<file path="src/rtl/ecall_halt_unit.sv">
// ecall_halt_unit: decides whether an ECALL in decode is a halt request.
// x17 is resolved through the ID/EX, EX/MEM and MEM/WB stages. Decode is
// stalled while x17 is still in flight. Once a halt is accepted, fetch is
// frozen so the older instructions can drain. A sticky is_halted flag is
// then raised, and the cycle counter stops.
module ecall_halt_unit #(
  parameter logic [31:0] HALT_CODE    = 32'd10,
  parameter int          DRAIN_CYCLES = 3,
  parameter int          CNT_W        = 32
) (
  input  logic             clk,
  input  logic             reset,
  input  logic             id_is_ecall,
  input  logic [31:0]      rf_x17,
  input  logic             idex_reg_write,
  input  logic [4:0]       idex_rd,
  input  logic             exmem_reg_write,
  input  logic             exmem_mem_read,
  input  logic [4:0]       exmem_rd,
  input  logic [31:0]      exmem_alu_out,
  input  logic             memwb_reg_write,
  input  logic [4:0]       memwb_rd,
  input  logic [31:0]      memwb_wb_data,
  output logic             ecall_stall,
  output logic             halt_fetch,
  output logic             is_halted,
  output logic [CNT_W-1:0] cycle_count
);

  // Drain counter only ever holds DRAIN_CYCLES-1 down to 0.
  localparam int              DCW        = (DRAIN_CYCLES > 1) ? $clog2(DRAIN_CYCLES) : 1;
  localparam logic [DCW-1:0]  DRAIN_INIT = DCW'(DRAIN_CYCLES - 1);
  localparam logic [DCW-1:0]  DRAIN_ONE  = DCW'(1);
  localparam logic [DCW-1:0]  DRAIN_ZERO = DCW'(0);
  localparam logic [CNT_W-1:0] CNT_ONE   = CNT_W'(1);
  localparam logic [CNT_W-1:0] CNT_ZERO  = CNT_W'(0);
  localparam logic [4:0]      X17_IDX    = 5'd17;

  typedef enum logic [1:0] {
    ST_RUN    = 2'd0,
    ST_DRAIN  = 2'd1,
    ST_HALTED = 2'd2
  } state_t;

  state_t             state_r;
  logic [DCW-1:0]     drain_cnt_r;
  logic               is_halted_r;
  logic [CNT_W-1:0]   cycle_count_r;

  logic               x17_ready_s;
  logic [31:0]        x17_val_s;
  logic               halt_accept_s;

  // Resolve x17 for the ECALL in decode; the youngest producer wins.
  always_comb begin
    x17_ready_s = 1'b1;
    x17_val_s   = rf_x17;
    if (!id_is_ecall) begin
      x17_ready_s = 1'b1;
      x17_val_s   = rf_x17;
    end else if (idex_reg_write && (idex_rd == X17_IDX)) begin
      // Producer still in EX: its value does not exist yet.
      x17_ready_s = 1'b0;
    end else if (exmem_reg_write && (exmem_rd == X17_IDX)) begin
      if (exmem_mem_read) begin
        // Load data only becomes available in MEM/WB.
        x17_ready_s = 1'b0;
      end else begin
        x17_val_s = exmem_alu_out;
      end
    end else if (memwb_reg_write && (memwb_rd == X17_IDX)) begin
      x17_val_s = memwb_wb_data;
    end else begin
      x17_val_s = rf_x17;
    end
  end

  // Stall / freeze requests and halt acceptance; all are suppressed under reset.
  always_comb begin
    ecall_stall   = 1'b0;
    halt_fetch    = 1'b0;
    halt_accept_s = 1'b0;
    if (reset) begin
      ecall_stall   = 1'b0;
      halt_fetch    = 1'b0;
      halt_accept_s = 1'b0;
    end else begin
      ecall_stall   = id_is_ecall && !x17_ready_s && (state_r == ST_RUN);
      halt_fetch    = (state_r != ST_RUN);
      halt_accept_s = (state_r == ST_RUN) && id_is_ecall && x17_ready_s &&
                      (x17_val_s == HALT_CODE);
    end
  end

  // Halt sequencing: RUN -> DRAIN (older instructions retire) -> HALTED (sticky).
  always_ff @(posedge clk) begin
    if (reset) begin
      state_r     <= ST_RUN;
      drain_cnt_r <= DRAIN_ZERO;
      is_halted_r <= 1'b0;
    end else begin
      case (state_r)
        ST_RUN: begin
          if (halt_accept_s) begin
            state_r     <= ST_DRAIN;
            drain_cnt_r <= DRAIN_INIT;
          end else begin
            state_r     <= ST_RUN;
          end
        end
        ST_DRAIN: begin
          if (drain_cnt_r == DRAIN_ZERO) begin
            state_r     <= ST_HALTED;
            is_halted_r <= 1'b1;
          end else begin
            drain_cnt_r <= drain_cnt_r - DRAIN_ONE;
          end
        end
        ST_HALTED: begin
          state_r     <= ST_HALTED;
          is_halted_r <= 1'b1;
        end
        default: begin
          state_r     <= ST_RUN;
          drain_cnt_r <= DRAIN_ZERO;
          is_halted_r <= 1'b0;
        end
      endcase
    end
  end

  // Count every cycle until halted, then hold the value; wraps naturally.
  always_ff @(posedge clk) begin
    if (reset) begin
      cycle_count_r <= CNT_ZERO;
    end else if (!is_halted_r) begin
      cycle_count_r <= cycle_count_r + CNT_ONE;
    end else begin
      cycle_count_r <= cycle_count_r;
    end
  end

  assign is_halted   = is_halted_r;
  assign cycle_count = cycle_count_r;

endmodule

</file>
<file path="config.mk">
export PLATFORM = sky130hd
export DESIGN_NAME = ecall_halt_unit
export DESIGN_NICKNAME = d
export VERILOG_FILES = /design/src/rtl/ecall_halt_unit.sv
export SDC_FILE = /design/constraint.sdc
export NUM_CORES = 1
export LEC_CHECK = 0
export ABC_AREA = 1
export CAP_MARGIN = 20
export CORE_UTILIZATION = 45
export CTS_CLUSTER_SIZE = 28
export DETAILED_ROUTE_END_ITERATION = 8
export GPL_TIMING_DRIVEN = 0
export PLACE_DENSITY = 0.86
export SLEW_MARGIN = 20
export SYNTH_ARGS = -nofsm -noshare
export SYNTH_HDL_FRONTEND = slang
export SYNTH_SLANG_ARGS = --single-unit
</file>
<file path="constraint.sdc">
create_clock -name clk -period 5.4 [get_ports clk]
set_input_delay 1.08 -clock clk [delete_from_list [all_inputs] [get_ports clk]]
set_output_delay 1.08 -clock clk [all_outputs]
set_load 0.005 [all_outputs]
</file>
# Yosys cells after proc, flatten, opt, wreduce, memory -nomap -nowiden
# Index checks and enable logic that the tools add are counted.
totals:
  reg_bits: 37
  latchBits: 0
  mem_bits_rw: 0
  rom_bits: 0
  input_bits: 118
  output_inout_bits: 35
  n_memories: 0
classes:
  n_addsub: 2
  n_mul: 0
  n_div: 0
  n_lt_le_gt_ge: 0
  n_eq_ne: 9
  shift: 0
  muxes: 20
  n_bitwise: 2
  reduce_logical: 14
op_table:
  columns: ["operator", "n"]
  rows:
  - ["two-way mux 32 bit", 5]
  - ["adder 32 x 1 -> 32 bit, second input constant", 1]
  - ["== test 32 x 4 -> 1 bit, second input constant", 1]
  - ["== test 5 bit, second input constant", 3]
  - ["case mux 2 bit (3 select lines)", 2]
  - ["two-way mux 1 bit", 9]
  - ["logical AND 1 bit", 8]
  - ["two-way mux 2 bit", 3]
  - ["inequality test 2 bit, second input constant", 3]
  - ["zero test 2 bit", 2]
  - ["case mux 1 bit (3 select lines)", 1]
  - ["AND reduction 3 bit", 1]
  - ["== test 2 x 1 -> 1 bit, second input constant", 1]
  - ["== test 2 bit, second input constant", 1]
  - ["inverter 1 bit", 2]
  - ["AND reduction 2 bit", 1]
  - ["nonzero test 2 bit", 1]
  - ["subtractor 2 x 1 -> 2 bit, second input constant", 1]
  - ["zero test 1 bit", 1]

# Longest topological paths before layout
logic_depth:
  depth_word: 11
  mapped_depth: 19
  depth_no_buf: 18

# Worst setup path after synthesis
# No wires, ideal clock.
synth_timing:
  kind: "input-to-output"
  from: "input port exmem_rd[0]"
  to: "output port ecall_stall"
  t_arrival_ps: 1943
  t_required_ps: 4320
  slack_ps: 2377
  path_stages: 7
  n_path_buf: 1
  path_cell_list: "inv_2 nor2_8 nand3_4 buf_2 o21ai_0 nand3_1 nor2_1"
synth_via:
  elab_chain_len: 9
synth_rtl:
  columns: ["element", "line", "source"]
  rows:
  - ["start: declaration", "19", "input logic [4:0] exmem_rd,"]
  - ["== test 5 bit", "64", "end else if (exmem_reg_write && (exmem_rd == X17_IDX)) begin"]
  - ["logical AND 1 bit", "64", null]
  - ["two-way mux 1 bit", "64", null]
  - ["two-way mux 1 bit", "61", "end else if (idex_reg_write && (idex_rd == X17_IDX)) begin"]
  - ["two-way mux 1 bit", "58", "if (!id_is_ecall) begin"]
  - ["zero test 1 bit", "88", "ecall_stall = id_is_ecall && !x17_ready_s && (state_r == ST_RUN);"]
  - ["logical AND 1 bit (2 in series)", "88", null]
  - ["two-way mux 1 bit", "83", "if (reset) begin"]
  - ["end: declaration", "24", "output logic ecall_stall,"]
# No other way between the ends.

# Worst setup path after layout
layout_timing:
  from: "input port exmem_rd[1]"
  to: "output port ecall_stall"
# Same word-level chain as after synthesis.

==> results.ini <==
[worst_hold_path]
hold_depth=2
hold_path.class=register to register

[worst_setup_path]
start_kind=input port
crit_top_cell=clkdlybuf4s50_1
worstPathCellList=clkdlybuf4s50_1 > nor2_8 > nand3_4 > buf_2 > o21ai_0 > nand3_1 > nor2_1 > clkdlybuf4s50_1
cp.arrival_ns=3.16
slowest_delay_ns=0.54
worstPathMaxFanout=10
end_kind=primary output
r2r_cells=10
worst_path_max_delay_cell=clkdlybuf4s50_1
setup.worst_path.class=input port to primary output
crit_required_ns=4.32

[place]
place_congestion=0.922
port_buffers=151
place_worst_setup_slack_ns=1.13
hpwlAfterDp_mm=8.92
dp_cells=830

[drt]
drtIter0Drc=204
drtAntennaViolNets=0
vias=4280
drt_drc_violations_left=0
wl_per_cell_um=12.9
vias_per_cell=5.11
routed_wl_mm=10.8
drt-pass1-iter-count=5

[timing]
finalClockSkew_ns=0.0102
fmax_ghz=0.236
rsz0062_at_grt=no
fin_setup_tns_ns=0
finalSetupViolCount=0
slew_violations=0
min_period_ns=4.24
slew_headroom_pct=58.0
fin_crit_sh_pct=78.5
worst_slack_ns=1.16
tightest_slew_ns=0.621
final_hold_viol_count=0

[grt]
grtUsageMet1_pct=33.9
grt_usage_pct=29.3
grt_max_degree=12
antenna_found_initial=0
grtUsageMet3_pct=5.75
overflow=0
met2_usage_pct=52.8
grt_pass1_wl_mm=17.8
busiest_layer=met2
first_global_vias=4064

[synthesis]
yosysTopAreaCell=nand2_1
async_reset_ff_share_pct=0
postSynthAreaPerCell_um2=5.66
yosysWarnings=0
synth_top_area_share_pct=23.6
synth_nets=707
synth_seq_cells=37
yosysUniqueCellTypes=37
synth_area_um2=3300
syn_inst=583
synthTopCellsByArea=nand2_1 24%, dfxtp_1 22%, inv_1 12%
yosysSeqAreaShare_pct=22.5
synth_edf_count=0
synth_flop_cell=dfxtp_1

[finish]
drive_gt1_share_pct=4.31
fin_nets=865
syn2layout_area_growth_pct=53.0
final_common_cell=nand2_1
stdcell_count=838
final_cell_mix=207 x nand2_1, 151 x clkdlybuf4s50_1, 103 x inv_1, 46 x nor2_1, 37 x dfxtp_1
nFillCells=588
antenna_cells=0

[cts]
holdBufCountCts=0
cts_resized=0
cts_buffers=5
cts_tree=yes
cts_setup_buffers=0
cts_max_level=2
clock_latency_ns=0.29
clockBufferDepth=2
clk_pin_slew_worst_paths_ns=0.08
cts_sinks=37
clockRootBuffer=clkbuf_8

[die]
fp.dieH_um=87.6
start_util_pct=47.5
ios=153
dieArea_um2=7670
num_rows=30
die_x_um=87.6
core_um2=6940

[power]
ir_drop_mv=0.122
p_per_area_nw_per_um2=134
p_leak_nw=2.31

[job]
cap_violations=0

[run_status]
outcome=finished, final reports clean

==> state kept, by name (all words and copies together) (netlist names) <==
register	count
is_halted	1
drain_cnt_r	2
cycle_count	32
state_r	2
==> critical path: cells and delay by family <==
family	cells	cell delay (ns)
and+or+nand+nor	4	0.59
buffers and inverters	3	1.26
AOI/OAI and AO/OA	1	0.23
==> layer usage <==
metal | vias to the layer above | part of all wire, %
met5 | - | 0
met4 | 0 | 3.1
met3 | 31 | 7.9
met2 | 227 | 49
met1 | 1890 | 40
li1 | 2132 | -
==> where the power goes <==
group | internal (mW) | switching [mW] | total, mW
registers | 0.275 | 0.00252 | 0.277
logic | 0.0966 | 0.0538 | 0.150
clock network | 0.151 | 0.0995 | 0.250
total | 0.522 | 0.156 | 0.678
==> kinds of logic (layout without fill, tap and decap cells) <==
logic type               count (synthesis)  in the layout  share of synthesized area (%)
buffers and inverters                  123            282                           14.8
AND/OR/NAND/NOR                        357            357                           49.5
XOR/XNOR                                10             10                           2.66
adder cells (fa/ha/maj)                  6              6                           2.28
flip-flops                              37             37                           22.5
AO/OA/AOI/OAI                           50             50                           8.27
==> cell type report <==
cell class                 instances  area, um2  share of cell area, %
clock inverter                     1       30.0                  0.595
timing repair buffer             151       1510                   30.0
sequential                        37        741                   14.7
tap                               96        120                   2.38
buffer                            18       95.1                   1.88
inverter                         105        394                   7.81
clock buffer                       7       86.3                   1.71
multi-input combinational        423       2070                   41.0
==> path summary, 6_finish.rpt <==
kind	from	end	slack, ns
min reg2reg	drain_cnt_r[1]	drain_cnt_r[1]	0.47
max reg2reg	cycle_count[0]	cycle_count[26]	3.05
max	exmem_rd[1]	ecall_stall	1.16
min	drain_cnt_r[1]	drain_cnt_r[1]	0.47
==> Yosys cell counts, drive strengths merged, types with 2 or more instances <==
library cell  count
nand4            15
nand3b           21
o21a              2
o21ai            22
nand2           207
nand3            30
inv             105
buf              11
nor4              3
xnor2             3
nor3             25
dfxtp            37
xor2              7
a21oi            21
nor2             49
clkbuf            7
nor3b             3
ha                6
==> through the flow <==
step / utilization [%] / area (um2) / power, mW / hold WS [ns]
2_1_floorplan: - / 3300 / 0.332 / 0.434
3_3_place_gp: 71.0 / 4930 / 0.432 / 0.447
3_5_place_dp: 71.0 / 4930 / 0.434 / 0.461
4_1_cts: 72.6 / 5040 / 0.680 / 0.473
5_1_grt: 72.6 / 5040 / 0.706 / 0.489
6_report: 72.6 / 5040 / 0.678 / 0.471
Power figures use the tool's default switching activity.
